**src/rtl/data_read_arbiter.sv**
```systemverilog
`default_nettype none
`timescale 1ns/1ps
// ============================================================================
// data_read_arbiter : round-robin arbiter sharing one data-read port among NREQ
// requesters; DATA_ARB_TIMEOUT_EN adds a stall timeout with a sticky err flag.
// Revision: 1.0
// ============================================================================
module data_read_arbiter #(
  parameter int NREQ      = 4,
  parameter int DW        = 128,
  parameter int MAX_BEATS = 16,
  parameter int TIMEOUT   = 64
) (
  input  logic                    clk_i,
  input  logic                    rst_ni,
  input  logic [NREQ-1:0]         req_valid_i,
  input  logic [NREQ-1:0]         req_last_i,
  input  logic [NREQ*DW-1:0]      req_data_i,
  output logic [NREQ-1:0]         req_ready_o,
  output logic                    out_valid_o,
  input  logic                    out_ready_i,
  output logic [DW-1:0]           out_data_o,
  output logic [$clog2(NREQ)-1:0] out_src_o,
  output logic [NREQ-1:0]         gnt_o,
  output logic                    busy_o,
  output logic                    err_o
);

  localparam int          SW          = $clog2(NREQ);
  localparam logic [0:0]  C_IDLE      = 1'b0;
  localparam logic [0:0]  C_XFER      = 1'b1;
  localparam logic [8:0]  C_MAX_BEATS = 9'(MAX_BEATS);

  logic [0:0]      state_q, state_d;
  logic [NREQ-1:0] gnt_q, gnt_d;
  logic [SW-1:0]   src_q, src_d;
  logic [SW-1:0]   ptr_q, ptr_d;
  logic [7:0]      cnt_q, cnt_d;

  logic            w_busy;
  logic            w_gvalid;
  logic            w_accept;
  logic            w_end;
  logic            w_timeout;
  logic [SW-1:0]   w_pick;

  assign w_busy   = (state_q == C_XFER);
  assign w_gvalid = req_valid_i[src_q];
  assign w_accept = w_busy & w_gvalid & out_ready_i;
  // A last beat that also reaches the cap is still a single grant end.
  assign w_end    = w_accept & (req_last_i[src_q] | (({1'b0, cnt_q} + 9'd1) == C_MAX_BEATS));

  // First valid requester searching upward from ptr+1 with wrap-around.
  always_comb begin
    logic          found;
    logic [SW-1:0] idx;
    w_pick = ptr_q;
    found  = 1'b0;
    idx    = '0;
    for (int k = 1; k <= NREQ; k++) begin
      idx = SW'((int'(ptr_q) + k) % NREQ);
      if (!found && req_valid_i[idx]) begin
        w_pick = idx;
        found  = 1'b1;
      end
    end
  end

  always_ff @(posedge clk_i) begin
    if (!rst_ni) begin
      state_q <= C_IDLE;
      gnt_q   <= '0;
      src_q   <= '0;
      ptr_q   <= SW'(NREQ - 1);
      cnt_q   <= '0;
    end else begin
      state_q <= state_d;
      gnt_q   <= gnt_d;
      src_q   <= src_d;
      ptr_q   <= ptr_d;
      cnt_q   <= cnt_d;
    end
  end

  always_comb begin
    state_d = state_q;
    gnt_d   = gnt_q;
    src_d   = src_q;
    ptr_d   = ptr_q;
    cnt_d   = cnt_q;
    case (state_q)
      C_IDLE: begin
        if (|req_valid_i) begin
          gnt_d   = NREQ'(1) << w_pick;
          src_d   = w_pick;
          cnt_d   = '0;
          state_d = C_XFER;
        end
      end
      default: begin
        if (w_accept) cnt_d = cnt_q + 8'd1;
        if (w_end || w_timeout) begin
          gnt_d   = '0;
          ptr_d   = src_q;
          state_d = C_IDLE;
        end
      end
    endcase
  end

  always_comb begin
    out_valid_o = w_busy & w_gvalid;
    req_ready_o = gnt_q & {NREQ{w_busy & out_ready_i}};
    out_data_o  = req_data_i[int'(src_q)*DW +: DW];
  end

  assign gnt_o     = gnt_q;
  assign out_src_o = src_q;
  assign busy_o    = w_busy;

`ifdef DATA_ARB_TIMEOUT_EN
  localparam int TW = $clog2(TIMEOUT + 1);

  logic [TW-1:0] stall_q, stall_d;
  logic          err_q, err_d;

  assign w_timeout = w_busy & ~w_gvalid & (stall_q == TW'(TIMEOUT - 1));

  always_comb begin
    stall_d = stall_q + TW'(1);
    if (!w_busy || w_gvalid || w_timeout) stall_d = '0;
    err_d = err_q | w_timeout;
  end

  always_ff @(posedge clk_i) begin
    if (!rst_ni) begin
      stall_q <= '0;
      err_q   <= 1'b0;
    end else begin
      stall_q <= stall_d;
      err_q   <= err_d;
    end
  end

  assign err_o = err_q;
`else
  // Stall release disabled: a stalled requester keeps its grant.
  assign w_timeout = (TIMEOUT < 0);
  assign err_o     = 1'b0;
`endif

endmodule
`default_nettype wire

```
**config.mk**
```make
export PLATFORM = sky130hd
export DESIGN_NAME = data_read_arbiter
export DESIGN_NICKNAME = d
export VERILOG_FILES = /design/src/rtl/data_read_arbiter.sv
export SDC_FILE = /design/constraint.sdc
export NUM_CORES = 1
export LEC_CHECK = 0
export CAP_MARGIN = 0
export CORE_AREA = 4 4 259 261
export DETAILED_ROUTE_END_ITERATION = 7
export DIE_AREA = 0 0 263 265
export GPL_ROUTABILITY_DRIVEN = 0
export SETUP_SLACK_MARGIN = 0.2
export SYNTH_ARGS = -nofsm -noshare
export SYNTH_HDL_FRONTEND = slang
export SYNTH_SLANG_ARGS = --single-unit
```
**constraint.sdc**
```tcl
create_clock -name clk_i -period 2.5 [get_ports clk_i]
set_input_delay 0.5 -clock clk_i [delete_from_list [all_inputs] [get_ports clk_i]]
set_output_delay 0.5 -clock clk_i [all_outputs]
set_load 0.005 [all_outputs]
```
==> results of run 1 <==
-- kinds of logic (layout without fill, tap and decap cells) --
family                   after synthesis  count (layout)  share of synthesized area [%]
other                                  1              15                        0.09285
multiplexers                         137             137                          74.23
flip-flops                            17              17                          8.426
adder cells (fa/ha/maj)                2               2                         0.6195
buffers and inverters                 39             764                          4.306
XOR/XNOR                               2               2                         0.4338
AND/OR/NAND/NOR                       55              55                          7.064
AO/OA/AOI/OAI                         30              30                          4.833
-- power by group --
part           internal (uW)  switching [uW]
clock                    215             118
sequential               289            35.5
combinational           2430            1220
-- metrics by stage --
| stage | power, uW | area [um2] | hold slack, ns | worst slack, ns | instances |
|---|---|---|---|---|---|
| after floorplan | 1432 | 4039 | 0.4581 | 0.4413 | 283 |
| after global placement | 3611 | 12000 | 0.4732 | -0.2128 | 1807 |
| after detailed placement | 3611 | 12000 | 0.4882 | -0.2031 | 1807 |
| after CTS | 4250 | 12550 | 0.4975 | -0.08520 | 1850 |
| after global routing | 4529 | 12790 | 0.5243 | -0.09067 | 1865 |
| final | 4307 | 12820 | 0.4924 | -0.03664 | 1877 |
-- area by class of cell --
| class | instances | area [um2] |
|---|---|---|
| inverters | 2 | 7.507 |
| clock inverters | 1 | 5.005 |
| multi-input cells | 227 | 3542 |
| flip-flops and latches | 17 | 347.8 |
| diodes | 14 | 35.03 |
| fillers | 6975 | 51650 |
| clock buffers | 3 | 75.07 |
| well taps | 855 | 1070 |
| repair buffers | 758 | 7736 |
-- sequential cells by signal (all words and copies together), names as in the netlist --
register,flops
ptr_q,2
gnt_o,4
out_src_o,2
busy_o,1
cnt_q,8
-- cell usage in the layout (no fill, tap or decap), drive strengths merged, types with 2 or more instances in the layout --
cell             n
nand2           12
nor2b            2
clkdlybuf4s15    9
mux4           130
buf            166
ha               2
nand3b           3
mux2i            7
inv              2
nand3            4
dlygate4sd2     18
clkbuf          14
diode           14
or3              2
a31oi            4
dlymetal6s2s    10
dfxtp           17
and3             5
clkdlybuf4s50  544
and2             2
o21ai            9
nor2            17
nand4b           2
nand2b           2
a21oi           11
-- worst paths after layout --
| path | start | end | slack (ns) | depth (start not counted) |
|---|---|---|---|---|
| worst min register to register | cnt_q[7]$_SDFFE_PN0P_ | cnt_q[7]$_SDFFE_PN0P_ | 0.49 | 2 |
| worst max-delay path | out_src_o[0]$_SDFFE_PN0P_ | out_data_o[93] | -0.04 | 4 |
| worst min-delay path | cnt_q[7]$_SDFFE_PN0P_ | cnt_q[7]$_SDFFE_PN0P_ | 0.49 | 2 |
| worst max register to register | out_src_o[0]$_SDFFE_PN0P_ | out_src_o[0]$_SDFFE_PN0P_ | 0.27 | 10 |
-- critical path, stage by stage (launching register included) --
cell and delay [ns]:
dfxtp_4 0.43, buf_12 0.17, buf_4 0.17, mux4_2 0.54
clkdlybuf4s50_1 0.47
-- metal layers --
metal / GRT usage (%) / share of wire (%) / vias to the layer above
met5: 0 / 0.32 / -
met4: 0.9760 / 1.2 / 26
met3: 7.713 / 12 / 74
met2: 25.28 / 49 / 524
met1: 15.85 / 38 / 3270
li1: - / - / 2751
-- timing repair --
item / in CTS / in global routing
cloned: 6 / 0
pin swaps: 1 / 3
setup endpoints to repair: 127 / 102
setup buffers: 33 / 13
resized for setup: 391 / 71
==> summary.md, run 1 <==
| Metric | Value |
|---|---|
| Total number of vias | 6645 |
| Avg Cell Area, Syn | 14.27 um2 |
| Setup violations, final | 7 |
| Core box area | 0.06446 mm2 |
| Slew Limit Fails | 0 |
| Result of the run | complete, but fails checks |
| Failing checks | negative setup slack |
| Die Ht | 265 um |
| Post-synthesis instance total | 283 |
| Worst Path Required | 2.00 ns |
| Total of max-cap violations | 0 |
| Detailed-route wire length | 53.14 mm |
| Top flip-flop cell by instance count after synthesis | dfxtp_1 |
| Post-synthesis async set-or-reset flop share | 0% |
| Vias per cell | 3.540 |
| Number of enable-type register cells in the synthesized netlist | 0 |
| I/O pin total | 664 |
| Post-synthesis cell area | 0.004039 mm2 |
| Die footprint | 0.06970 mm2 |
| Maximum number of pins on one net before global-route repair | 37 |
| # hold bufs at CTS | 0 |
| Number of global-route vias before repair | 7147 |
| Number of warnings issued by yosys | 0 |
| Hold/Removal Path Class | register to register |
| Largest driver fanout on the critical path | 12 |
| DR WL/cell | 28.31 um |
| Ranking of synthesized cells by instance count | 130 x mux4_2, 17 x dfxtp_1, 16 x buf_2, 16 x nor2_1, 13 x clkbuf_1 |
| Max clock buf depth | 2 |
| Cell taking the most area after synthesis | mux4_2 |
| Number of storage elements in the synthesis netlist | 17 |
| Unrepaired setup endpoints after global routing | yes |
| First-pass GRT wire length | 67.96 mm |
| Port Buffers | 662 |
| TNS Setup | -0.1490 ns |
| Arrival time reported for the critical path endpoint | 2.04 ns |
| Antenna violations before repair | 50 |
| Number of nets in the layout | 1534 |
| Total number of clock tree sinks | 17 |
| Sequential fraction of the synthesis area | 8.426% |
| Area contributors post-synth | mux4_2 72%, dfxtp_1 8.4%, buf_2 2.0%, mux2i_1 1.7%, nor2_1 1.5% |
| Crit path capture type | output port |
| Synthesized Nets | 808 |
| Slew at the pin with the worst max-slew slack | 0.5525 ns |
| Most used standard cell by instance count after synthesis | mux4_2 |
| Power density cells | 336.0 mW/mm2 |
| Slew HR | 62.78% |
| Post-layout minimum cycle time | 2.537 ns |
| Half-perimeter wire length after detailed placement | 47.54 mm |
| Die boundary width | 263 um |
| Smallest setup slack after layout | -0.03664 ns |
| Peak supply drop | 0.0002227 V |
| Clock-pin slew on the worst setup and hold paths | 0.06 ns |
| CTS H-Tree Depth | 1 |
| Worst setup SP type | register |
| Final Hold Vio Count | 0 |
| DR pass1 iterations | 4 |
| Clock latency at the later pin of the worst-skew pair | 0.26 ns |
| Cell chosen for the clock root | clkbuf_16 |
| Number of DRC markers after the initial detailed-route iteration | 350 |
| # DRC | 0 |
| Starting density of the core | 6.265% |
| Static Leak | 0.004587 uW |
| Cell Rows | 93 |
| Overflow left after global routing | 0 |
| Layout overhead on the synthesized area | 217.4% |
| Total Routing Usage GR | 14.27% |
| CP Class | register to output port |
| CTS tree | built |
| Yosys top cell area share | 72.49% |
| Number of distinct library cell variants in the gate-level netlist after synthesis | 37 |
| Achievable Freq | 394.2 MHz |
| End-of-flow core utilization | 19.88% |
| Number of buffers inserted during clock tree synthesis | 3 |
| Clock skew | 0.007633 ns |
| Fraction of layout instances using a drive strength above 1 | 32.04% |
| Period utilisation layout | 101.5% |
| Antenna viol nets, final | 0 |
Note: power is estimated with default switching activity, not from simulation.
==> run 2, diff against run 1 <==
- DONT_BUFFER_PORTS: unset -> 1
- GPL_TIMING_DRIVEN: unset -> 0
==> summary.md, run 2 (synthesis results as in run 1) <==
| Metric | Value |
|---|---|
| CTS tree | built |
| # DRC | 0 |
| CP Class | register to output port |
| Maximum number of pins on one net before global-route repair | 11 |
| Total number of vias | 4267 |
| Fillers | 7546 |
| TNS Setup | 0 ns |
| Final Hold Vio Count | 0 |
| Result of the run | finished clean |
| Clock-pin slew on the worst setup and hold paths | 0.05 ns |
| Number of buffers inserted during clock tree synthesis | 3 |
| Commonest cells after routing, fill and taps aside | 130 x mux4_2, 16 x nor2_1, 15 x dfxtp_1 |
| Total number of clock tree sinks | 17 |
| First-pass GRT wire length | 58.89 mm |
| Static Leak | 0.001394 uW |
| DR WL/cell | 42.27 um |
| Total placed instance area | 0.005109 mm2 |
| Start point of the worst min-delay path | gnt_o[3]$_SDFFE_PN0P_ |
| Fraction of layout instances using a drive strength above 1 | 60.75% |
| Most common cell after layout, fill and taps aside | mux4_2 |
| CTS H-Tree Depth | 1 |
| Flip-flop count of the largest register after layout | 8 |
| Clock skew | 0.002253 ns |
| Setup violations, final | 0 |
| Post-layout minimum cycle time | 2.326 ns |
| Largest driver fanout on the critical path | 10 |
| Starting density of the core | 6.265% |
| Vias per cell | 3.562 |
| Die footprint | 0.06970 mm2 |
| Period utilisation layout | 93.04% |
| Die Ht | 265 um |
| Clock latency at the later pin of the worst-skew pair | 0.25 ns |
| I/O pin total | 664 |
| Slew HR | 57.32% |
| Placed Cells incl. Taps | 1138 |
| End-of-flow core utilization | 8.787% |
| Achievable Freq | 429.9 MHz |
| Cell chosen for the clock root | clkbuf_16 |
| Port Buffers | 0 |
| Total Routing Usage GR | 13.33% |
| Worst setup SP type | register |
| Detailed-route wire length | 50.64 mm |
| Cell Rows | 93 |
| Overflow left after global routing | 0 |
| Arrival time reported for the critical path endpoint | 1.83 ns |
| Hold/Removal Path Class | register to register |
| Slew Limit Fails | 0 |
| Crit path capture type | output port |
| Total of max-cap violations | 0 |
| Number of nets in the layout | 819 |
| Unrepaired setup endpoints after global routing | yes |
| Core box area | 0.06446 mm2 |
| Layout overhead on the synthesized area | 40.24% |
| Number of DRC markers after the initial detailed-route iteration | 457 |
| Max clock buf depth | 2 |
| # hold bufs at CTS | 0 |
| Worst Path Required | 2.00 ns |
| Antenna violations before repair | 101 |
| Crit Reg-Reg Startpoint | busy_o$_SDFF_PN0_ |
| Final Non-Filler Cells | 1198 |
| Most flop-heavy register | cnt_q |
| DR pass1 iterations | 4 |
| Power density cells | 425.3 mW/mm2 |
| Die boundary width | 263 um |
| Peak supply drop | 0.0001531 V |
| Number of global-route vias before repair | 4104 |
| Antenna viol nets, final | 0 |
| Half-perimeter wire length after detailed placement | 47.01 mm |
| Area of all placed cells without fillers | 0.005664 mm2 |
| Worst Hold Margin | 0.5007 ns |
| Slew at the pin with the worst max-slew slack | 0.6402 ns |
| Worst setup path startpoint | out_src_o[0]$_SDFFE_PN0P_ |
run 2: changes by cell type in the layout (fill, tap and decap cells not counted), sizes merged:
cell	before	now
clkdlybuf4s50	544	0
buf	166	30
diode	14	50
dlygate4sd2	18	0
dlymetal6s2s	10	0
clkdlybuf4s15	9	0
clkbuf	14	17
clkinv	1	0
run 2: timing repair:
item | CTS | global route
buffers inserted | 4 | 0
endpoints found under the setup margin | 141 | 95
hold endpoints to repair | 0 | 0
resized for setup | 83 | 5
pin swaps | 0 | 0
gates cloned | 2 | 0
run 2: area by class of cell:
class                   count  area [um2]  area share, %
diodes                     50       125.1          2.209
plain buffers              37       432.9          7.643
clock buffers               4       78.83          1.392
inverters                   2       7.507         0.1325
multi-input cells         227        3531          62.34
flip-flops and latches     17       347.8          6.141
well taps                 855        1070          18.89
repair buffers              6       71.32          1.259
run 2: report_power, final:
part	switching [uW]	internal, uW	total [uW]
logic	875	888	1760
registers	29.9	289	319
clock network	110	217	327
run 2: worst paths after layout:
kind	endpoint	slack, ns	cells past startpoint
setup / recovery	out_data_o[82]	0.17	4
hold / removal	gnt_o[3]$_SDFFE_PN0P_	0.50	2
setup reg to reg	out_src_o[0]$_SDFFE_PN0P_	0.32	6
hold reg to reg	gnt_o[3]$_SDFFE_PN0P_	0.50	2
run 2: stage by stage:
stage	power [uW]	setup slack (ns)
after detailed placement	1913	-1.174
after floorplan	1432	0.4413
after global routing	2528	0.1091
after global placement	1916	-1.163
after CTS	2447	0.1118
final	2409	0.1741
run 2: worst max-delay path, stage by stage, from the launching register on:
cell and delay, ns:
dfxtp_4 0.39, buf_12 0.15, clkbuf_16 0.19, buf_12 0.16, mux4_2 0.64
run 2: routing by layer:
layer	GRT usage [%]	wire, um
met2	21.49	22590
met4	4.952	2430
met5	0	240
met1	13.43	16100
met3	9.634	9284
